**config.mk**
```make
export PLATFORM = sky130hd
export DESIGN_NAME = mem_stage
export DESIGN_NICKNAME = d
export VERILOG_FILES = /design/src/rtl/mem_stage_pkg.sv /design/src/rtl/load_align.sv /design/src/rtl/mem_stage.sv
export SDC_FILE = /design/constraint.sdc
export NUM_CORES = 2
export LEC_CHECK = 0
export CELL_PAD_IN_SITES_DETAIL_PLACEMENT = 1
export CELL_PAD_IN_SITES_GLOBAL_PLACEMENT = 2
export CORE_MARGIN = 2
export CORE_UTILIZATION = 55
export CTS_BUF_LIST = sky130_fd_sc_hd__clkbuf_2 sky130_fd_sc_hd__clkbuf_4 sky130_fd_sc_hd__clkbuf_8
export DETAILED_ROUTE_END_ITERATION = 10
export PLACE_DENSITY_LB_ADDON = 0.1
export SYNTH_ARGS = -nofsm -noshare
export SYNTH_HDL_FRONTEND = slang
export SYNTH_SLANG_ARGS = --single-unit
```
**constraint.sdc**
```tcl
create_clock -name clk -period 12.5 [get_ports clk]
set_input_delay 3.125 -clock clk [delete_from_list [all_inputs] [get_ports clk]]
set_output_delay 3.125 -clock clk [all_outputs]
set_load 0.005 [all_outputs]
```
**src/rtl/mem_stage_pkg.sv**
```systemverilog
// Shared definitions for the MEM stage: funct3 access codes, FSM states and lane geometry.
package mem_stage_pkg;

  localparam logic [2:0] FUNCT3_LB  = 3'd0;
  localparam logic [2:0] FUNCT3_LH  = 3'd1;
  localparam logic [2:0] FUNCT3_LW  = 3'd2;
  localparam logic [2:0] FUNCT3_LBU = 3'd4;
  localparam logic [2:0] FUNCT3_LHU = 3'd5;
  localparam logic [2:0] FUNCT3_SB  = 3'd0;
  localparam logic [2:0] FUNCT3_SH  = 3'd1;
  localparam logic [2:0] FUNCT3_SW  = 3'd2;

  localparam int NUM_LANES = 4;
  localparam int VEC_W     = 8;

  typedef enum logic {
    MS_CLEAR = 1'b0,
    MS_RUN   = 1'b1
  } ms_state_e;

endpackage

```
**src/rtl/load_align.sv**
```systemverilog
// Extracts and sign/zero-extends the addressed byte/halfword of a RAM word; flags bad alignment.
module load_align
  import mem_stage_pkg::*;
(
  input  logic [31:0] word,
  input  logic [1:0]  off,
  input  logic [2:0]  funct3,
  output logic [31:0] data,
  output logic        misalign
);

  logic [7:0]  b;
  logic [15:0] h;

  always_comb begin
    b = 8'h00;
    case (off)
      2'd0: b = word[7:0];
      2'd1: b = word[15:8];
      2'd2: b = word[23:16];
      2'd3: b = word[31:24];
      default: b = 8'h00;
    endcase
    h = off[1] ? word[31:16] : word[15:0];
  end

  always_comb begin
    data     = word;
    misalign = 1'b0;
    case (funct3)
      FUNCT3_LB:  data = {{24{b[7]}}, b};
      FUNCT3_LBU: data = {24'h0, b};
      FUNCT3_LH: begin
        data     = {{16{h[15]}}, h};
        misalign = off[0];
      end
      FUNCT3_LHU: begin
        data     = {16'h0, h};
        misalign = off[0];
      end
      FUNCT3_LW:  misalign = |off;
      // funct3 3/6/7 are not loads in RV32I; reported through the misalign path
      default:    misalign = 1'b1;
    endcase
  end

endmodule

```
**src/rtl/mem_stage.sv**
```systemverilog
// RV32I MEM stage: owns the data RAM, performs byte-lane loads/stores and registers MEM/WB.
module mem_stage
  import mem_stage_pkg::*;
#(
  parameter int DEPTH = 64,
  parameter int AW    = 6
) (
  input  logic          clk,
  input  logic          rstn,
  input  logic          ex_valid,
  output logic          ex_ready,
  input  logic          ex_flush,
  input  logic [31:0]   ex_alu,
  input  logic [31:0]   ex_store_data,
  input  logic [2:0]    ex_funct3,
  input  logic          ex_mem_read,
  input  logic          ex_mem_write,
  input  logic          ex_reg_write,
  input  logic [4:0]    ex_rd,
  input  logic          wb_stall,
  output logic          wb_valid,
  output logic          wb_reg_write,
  output logic [4:0]    wb_rd,
  output logic [31:0]   wb_data,
  output logic          wb_exc,
  input  logic [AW-1:0] dbg_addr,
  output logic [31:0]   dbg_data,
  output logic [15:0]   ld_cnt,
  output logic [15:0]   st_cnt
);

  ms_state_e state;
  logic [AW-1:0] ptr;

  logic [NUM_LANES-1:0][VEC_W-1:0] mem [DEPTH];

  logic [AW-1:0]                   widx;
  logic [1:0]                      off;
  logic                            oor, is_ld, is_st, mis_ld, mis_st, exc, acc, st_we;
  logic [NUM_LANES-1:0]            be;
  logic [NUM_LANES-1:0][VEC_W-1:0] wdata;
  logic [31:0]                     rword, ld_data;

  assign off   = ex_alu[1:0];
  assign widx  = ex_alu[AW+1:2];
  assign oor   = |ex_alu[31:AW+2];
  // read+write together behaves as a store with no writeback
  assign is_st = ex_mem_write;
  assign is_ld = ex_mem_read & ~ex_mem_write;

  assign rword    = mem[widx];
  assign dbg_data = mem[dbg_addr];

  load_align u_align (
    .word     (rword),
    .off      (off),
    .funct3   (ex_funct3),
    .data     (ld_data),
    .misalign (mis_ld)
  );

  always_comb begin
    be     = '0;
    wdata  = ex_store_data;
    mis_st = 1'b0;
    case (ex_funct3)
      FUNCT3_SB: begin
        be    = NUM_LANES'(1) << off;
        wdata = {4{ex_store_data[7:0]}};
      end
      FUNCT3_SH: begin
        be     = NUM_LANES'(3) << off;
        wdata  = {2{ex_store_data[15:0]}};
        mis_st = off[0];
      end
      FUNCT3_SW: begin
        be     = '1;
        mis_st = |off;
      end
      default: mis_st = 1'b1;
    endcase
  end

  assign exc      = (is_ld & (oor | mis_ld)) | (is_st & (oor | mis_st));
  assign ex_ready = (state == MS_RUN) & (~wb_stall | ~wb_valid);
  assign acc      = ex_valid & ex_ready & ~ex_flush;
  assign st_we    = acc & is_st & ~exc;

  // RAM has no reset; the CLEAR sweep zeroes it after every reset
  always_ff @(posedge clk) begin
    if (state == MS_CLEAR) begin
      mem[ptr] <= '0;
    end else if (st_we) begin
      for (int i = 0; i < NUM_LANES; i++)
        if (be[i]) mem[widx][i] <= wdata[i];
    end
  end

  always_ff @(posedge clk or negedge rstn) begin
    if (!rstn) begin
      state <= MS_CLEAR;
      ptr   <= '0;
    end else if (state == MS_CLEAR) begin
      ptr <= ptr + AW'(1);
      if (ptr == AW'(DEPTH - 1)) state <= MS_RUN;
    end
  end

  always_ff @(posedge clk or negedge rstn) begin
    if (!rstn) begin
      wb_valid     <= 1'b0;
      wb_reg_write <= 1'b0;
      wb_rd        <= '0;
      wb_data      <= '0;
      wb_exc       <= 1'b0;
      ld_cnt       <= '0;
      st_cnt       <= '0;
    end else if (ex_ready) begin
      if (acc) begin
        wb_valid     <= 1'b1;
        wb_rd        <= ex_rd;
        wb_exc       <= exc;
        wb_reg_write <= ex_reg_write & (ex_rd != 5'd0) & ~exc & ~is_st;
        wb_data      <= (is_ld & ~exc) ? ld_data : ex_alu;
        if (is_ld & ~exc) ld_cnt <= ld_cnt + 16'd1;
        if (is_st & ~exc) st_cnt <= st_cnt + 16'd1;
      end else begin
        wb_valid     <= 1'b0;
        wb_reg_write <= 1'b0;
      end
    end
  end

endmodule

```
# Word level (Yosys, flattened, before mapping)

Memory sizes are Yosys's and may differ from the RTL's.
Cells that the tools add are included.

Flip-flop bits (word level): 79
Bits in writable memories: 2048
Bits of input ports: 86
Output and inout bits: 105
Logic and storage cells: 88
Memories: 1

Memory list:

| name | words | bits a word | rd ports | clocked after memory_dff | write ports | RTL line        | source |
|---|---|---|---|---|---|---|---|
| mem  | 64    | 32          | 2        | 0                        | 1           | mem_stage.sv:35 | `logic [NUM_LANES-1:0][VEC_W-1:0] mem [DEPTH];` |

$add $sub $neg: 3
Equal/unequal tests: 8
Shift-type cells: 2
Multiplexer cells: 32
Bitwise gates (word level): 22
Reductions and logical operators: 11

Operators with widths:

| operator                                         | number |
|---|---|
| one-hot mux 32 bit (4 select lines)              | 1 |
| two-way mux 32 bit                               | 2 |
| one-hot mux 32 bit (2 select lines)              | 1 |
| adder 16 x 1 -> 16 bit (second input constant)   | 2 |
| one-hot mux 8 bit (4 select lines)               | 1 |
| OR reduction 32 bit                              | 1 |
| OR reduction 24 bit                              | 1 |
| two-way mux 1 bit                                | 21 |
| two-way mux 16 bit                               | 1 |
| bitwise AND 1 bit                                | 13 |
| one-hot mux 4 bit (3 select lines)               | 1 |
| adder 6 x 1 -> 6 bit (second input constant)     | 1 |
| == test 3 bit (second input constant)            | 2 |
| == test 6 bit (second input constant)            | 1 |
| two-way mux 6 bit                                | 1 |
| one-hot mux 1 bit (3 select lines)               | 2 |
| AND reduction 3 bit                              | 2 |
| OR reduction 2 bit                               | 3 |
| inverter 1 bit                                   | 5 |
| nonzero test 5 bit                               | 1 |
| == test 2 bit (second input constant)            | 2 |
| two-way mux 4 bit                                | 1 |
| bitwise OR 1 bit                                 | 4 |
| left shift 1 x 2 -> 4 bit (first input constant) | 1 |
| 7 further kinds                                  | 7 |

# Logic depth before layout (Yosys ltp)

Depth in word-level cells: 13
Depth in mapped cells: 16
Gate-level depth less buffers: 10

# Cells and area by module

A second synthesis with hierarchy kept.

Cell total of the unflattened synthesis: 5526
Area total of the unflattened synthesis: 100273.7 sq um

By module, submodules not included:

| module     | times used | cells an instance | area each (sq um) | seq. area each (sq um) |
|---|---|---|---|---|
| mem_stage  | 1          | 5401              | 99394.1           | 63475.9 |
| load_align | 1          | 125               | 879.6             | 0.0 |

# Least setup slack after synthesis

Ideal clock, no wire load.

Path type: input to output
Start point: in dbg_addr[0]
End point: out dbg_data[0]
Arrival: 5.633 ns
Path slack: 3.742 ns
Cell stages on the path: 6
Buffers on the path: 3
Path through: clkbuf_1 -> clkbuf_1 -> buf_1 -> mux4_2 -> mux4_2 -> mux4_2

Word-level cells in the longest chain between the ends: 1

RTL lines:

| what                 | RTL line        | source |
|---|---|---|
| from (decl)          | mem_stage.sv:26 | `input logic [AW-1:0] dbg_addr,` |
| memory (64 x 32 bit) | -               |  |
| to (decl)            | mem_stage.sv:27 | `output logic [31:0] dbg_data,` |

No other way between the ends.

# Worst setup path after layout

Start point: in dbg_addr[0]
End point: out dbg_data[12]

Same word-level chain as after synthesis.

==> impl_metrics.py <==
metrics = {
    "status": {
        "status": "complete, no violations",
    },
    "critical_path": {
        "endpoint_kind": "output pin",
        "critPathBufInv": 4,
        "critical_path_class": "in -> out",
        "crit_top_cell": "mux4_2",
        "r2r-end": "mem[40][9]$_DFFE_PP_",
        "slowest_delay_ns": 0.57,
        "worst-path-stages": 7,
        "rr_worst_depth": 7,
        "r2r_slack_ns": 7.38,
        "start_kind": "input pin",
        "crit_family": "buffers and inverters",
        "required_ns": 9.38,
        "slowest_stage": "buf_8",
        "crit_path_cell_trace": "buf_8 -> buf_12 -> buf_4 -> mux4_2 -> mux4_2 -> mux4_2 -> clkdlybuf4s50_1",
        "r2r_start": "state$_DFF_PN0_",
        "critPathMaxFanout": 59,
        "arrival_ns": 6.91,
    },
    "synth": {
        "syn_nets": 5136,
        "ys_async_sr_fraction_pct": 3.71,
        "syn_avg_cell_area_sq_um": 19.8,
        "yosysTopAreaCellShare_pct": 61.5,
        "ys.flop_type": "edfxtp_1",
        "synth_area_sq_mm": 0.100,
        "yosys.area.top_type": "edfxtp_1",
        "synth-edff-count": 2048,
        "synth-seq-area-share_pct": 63.5,
        "synth-warning-count": 0,
        "synthesis.instances": 5047,
        "synth.distinct_cells": 74,
        "yosys-top-cells-area": "edfxtp_1, mux4_2, dfrtp_1, mux2i_1, nor2_1",
        "ys_ff_latch": 2127,
    },
    "routing": {
        "wl_met1_um": 126000,
        "detail_route.wl_per_cell_um": 41.3,
        "wl_met3_um": 40100,
        "postRouteAntennaNets": 0,
        "wirelength_um": 336000,
        "maxUsedRoutingLayer": "met5",
        "dr_total_vias": 59659,
        "drt_iter0_drc": 9135,
        "drtPass1Iterations": 5,
        "wl_met2_um": 155000,
        "drc": 0,
        "vias_per_cell": 7.34,
    },
    "place": {
        "post_dp_cell_area_sq_mm": 0.106,
        "port_buffers": 190,
        "gp_congestion": 0.870,
        "place_hpwl_um": 219000,
        "place_ws_ns": 2.41,
    },
    "clock_tree": {
        "clock_latency_ns": 1.10,
        "htree_levels": 5,
        "cts_made_buffers": 368,
        "clock_tree.buffer_depth": 4,
        "cts_resized": 0,
        "post-cts-setup-buffers": 0,
        "clk_pin_slew_ns": 0.05,
        "cts.sinks": 2127,
        "cts_hold_buf": 0,
        "clockRootBuffer": "clkbuf_8",
        "tritoncts": "done",
    },
    "floorplanning": {
        "dieWidth_um": 430,
        "std_cell_rows": 156,
        "initial_utilization_pct": 55.3,
        "die_y_um": 430,
        "die_area_sq_mm": 0.185,
        "core-area_sq_mm": 0.181,
        "ios": 191,
    },
    "min_path": {
        "hold_depth": 1,
        "holdPathEnd": "ld_cnt[15]$_DFFE_PN0P_",
        "hp-class": "reg -> reg",
        "worstHoldStart": "ld_cnt[15]$_DFFE_PN0P_",
    },
    "sta": {
        "fmax_mhz": 99.6,
        "rsz0062_at_grt": "false",
        "drv_slew": 0,
        "min_period_over_period_pct": 80.3,
        "final.setup.tns_ns": 0,
        "worst-slew-pin-transition_ns": 1.43,
        "clock_skew_ns": 0.0597,
        "finalHoldViolations": 0,
        "relSlewSlack_pct": 4.40,
        "setup_viol": 0,
        "fin_crit_ns": 10.04,
        "fin_ws_ns": 2.46,
    },
    "power_and_ir_drop": {
        "peakVddDrop_uv": 110,
        "p_leak_nw": 29.6,
        "power_density_mw_per_mm2": 131,
    },
    "final_layout": {
        "fillers": 15111,
        "design_area_sq_mm": 0.113,
        "drive_gt1_share_pct": 36.9,
        "layout_commonest_cell": "edfxtp_1",
        "synthToLayoutAreaGrowth_pct": 12.7,
        "layout_common_cells": "edfxtp_1, mux4_2, clkbuf_8",
        "nets": 5562,
    },
    "grt": {
        "grt_pass1_vias": 61358,
        "grt_usage_pct": 36.8,
        "grt_max_degree": 100,
        "antenna_found_initial": 13,
        "grt.overflow.total": 0,
        "grt_pass1_wl_um": 474000,
    },
    "flow_run": {
        "maxCapViolCount": 0,
    },
}
## synthesized netlist by cell type, types with 9 or more instances
cell type	number
buf_2	65
mux2i_1	128
nand2_1	179
or3_1	22
xnor2_1	27
mux2_2	40
clkbuf_1	185
buf_4	22
mux4_2	1168
a211oi_1	13
nor3_1	26
a22o_1	15
edfxtp_1	2048
and2_1	18
o22ai_1	27
nand3_1	36
buf_1	82
dfrtp_1	79
buf_6	37
a221oi_1	28
nor2b_1	20
and3_1	12
o221ai_1	26
a22oi_1	71
nor4_1	10
nor2_1	339
o31ai_1	11
nand2b_1	16
o21ai_0	53
nand4_1	10
o31a_1	9
a31oi_1	28
a21oi_1	83
## where the power goes
group,internal [mW],leakage [nW],switching [mW],total (mW)
sequential,7.69,15.3,0,7.69
combinational,0.262,10.5,0.483,0.745
clock,3.41,3.74,2.91,6.32
## worst max-delay path by stage
| stage | start | to | slack [ns] |
|---|---|---|---|
| floorplan | dbg_addr[0] | dbg_data[0] | 3.74 |
| global placement | dbg_addr[0] | dbg_data[12] | 2.46 |
| detailed placement | dbg_addr[0] | dbg_data[12] | 2.41 |
| CTS | dbg_addr[0] | dbg_data[12] | 2.41 |
| global route | dbg_addr[0] | dbg_data[12] | 2.25 |
| finish | dbg_addr[0] | dbg_data[12] | 2.46 |
## area by class of cell
type	instances	area, sq um	area share, %
sequential	2127	63500	56.3
multi-input combinational	2516	35000	31.1
clock buffer	485	6010	5.33
timing repair buffer	453	4110	3.65
tap	2370	2970	2.63
clock inverter	166	1080	0.957
inverter	7	26.3	0.0233
antenna	3	7.51	0.00666
## metrics by stage
step	total power, mW	hold WS [ns]	utilization (%)	instances
floorplan	8.29	0.468	-	5047
global placement	8.58	0.461	58.4	7473
detailed placement	8.58	0.471	58.4	7473
CTS	14.8	0.481	62.3	8124
global route	15.1	0.509	62.3	8125
finish	14.8	0.475	62.3	8127
## metal layers
metal | vias to the layer above | global-route usage (%)
li1 | 22641 | -
met1 | 32073 | 52.4
met2 | 4213 | 55.4
met3 | 720 | 9.14
met4 | 12 | 14.5
met5 | - | 0
## logic make-up (layout without fill, tap and decap cells)
kind of cell	count (synthesis)	after routing	synth area share (%)
other cells	0	3	0
simple gates	714	714	3.14
compound gates	427	427	2.96
fa+ha+maj	3	3	0.0375
flops	2127	2127	63.5
xor+xnor	35	35	0.307
mux	1337	1337	28.1
buf+inv	404	1111	2.03
## sequential cells by signal, summed over array words and instances (netlist names), 5 cells and up
register	cells
wb_data	32
ld_cnt	16
st_cnt	16
wb_rd	5
mem	2048
ptr	6
(Power assumes the default switching activity.)
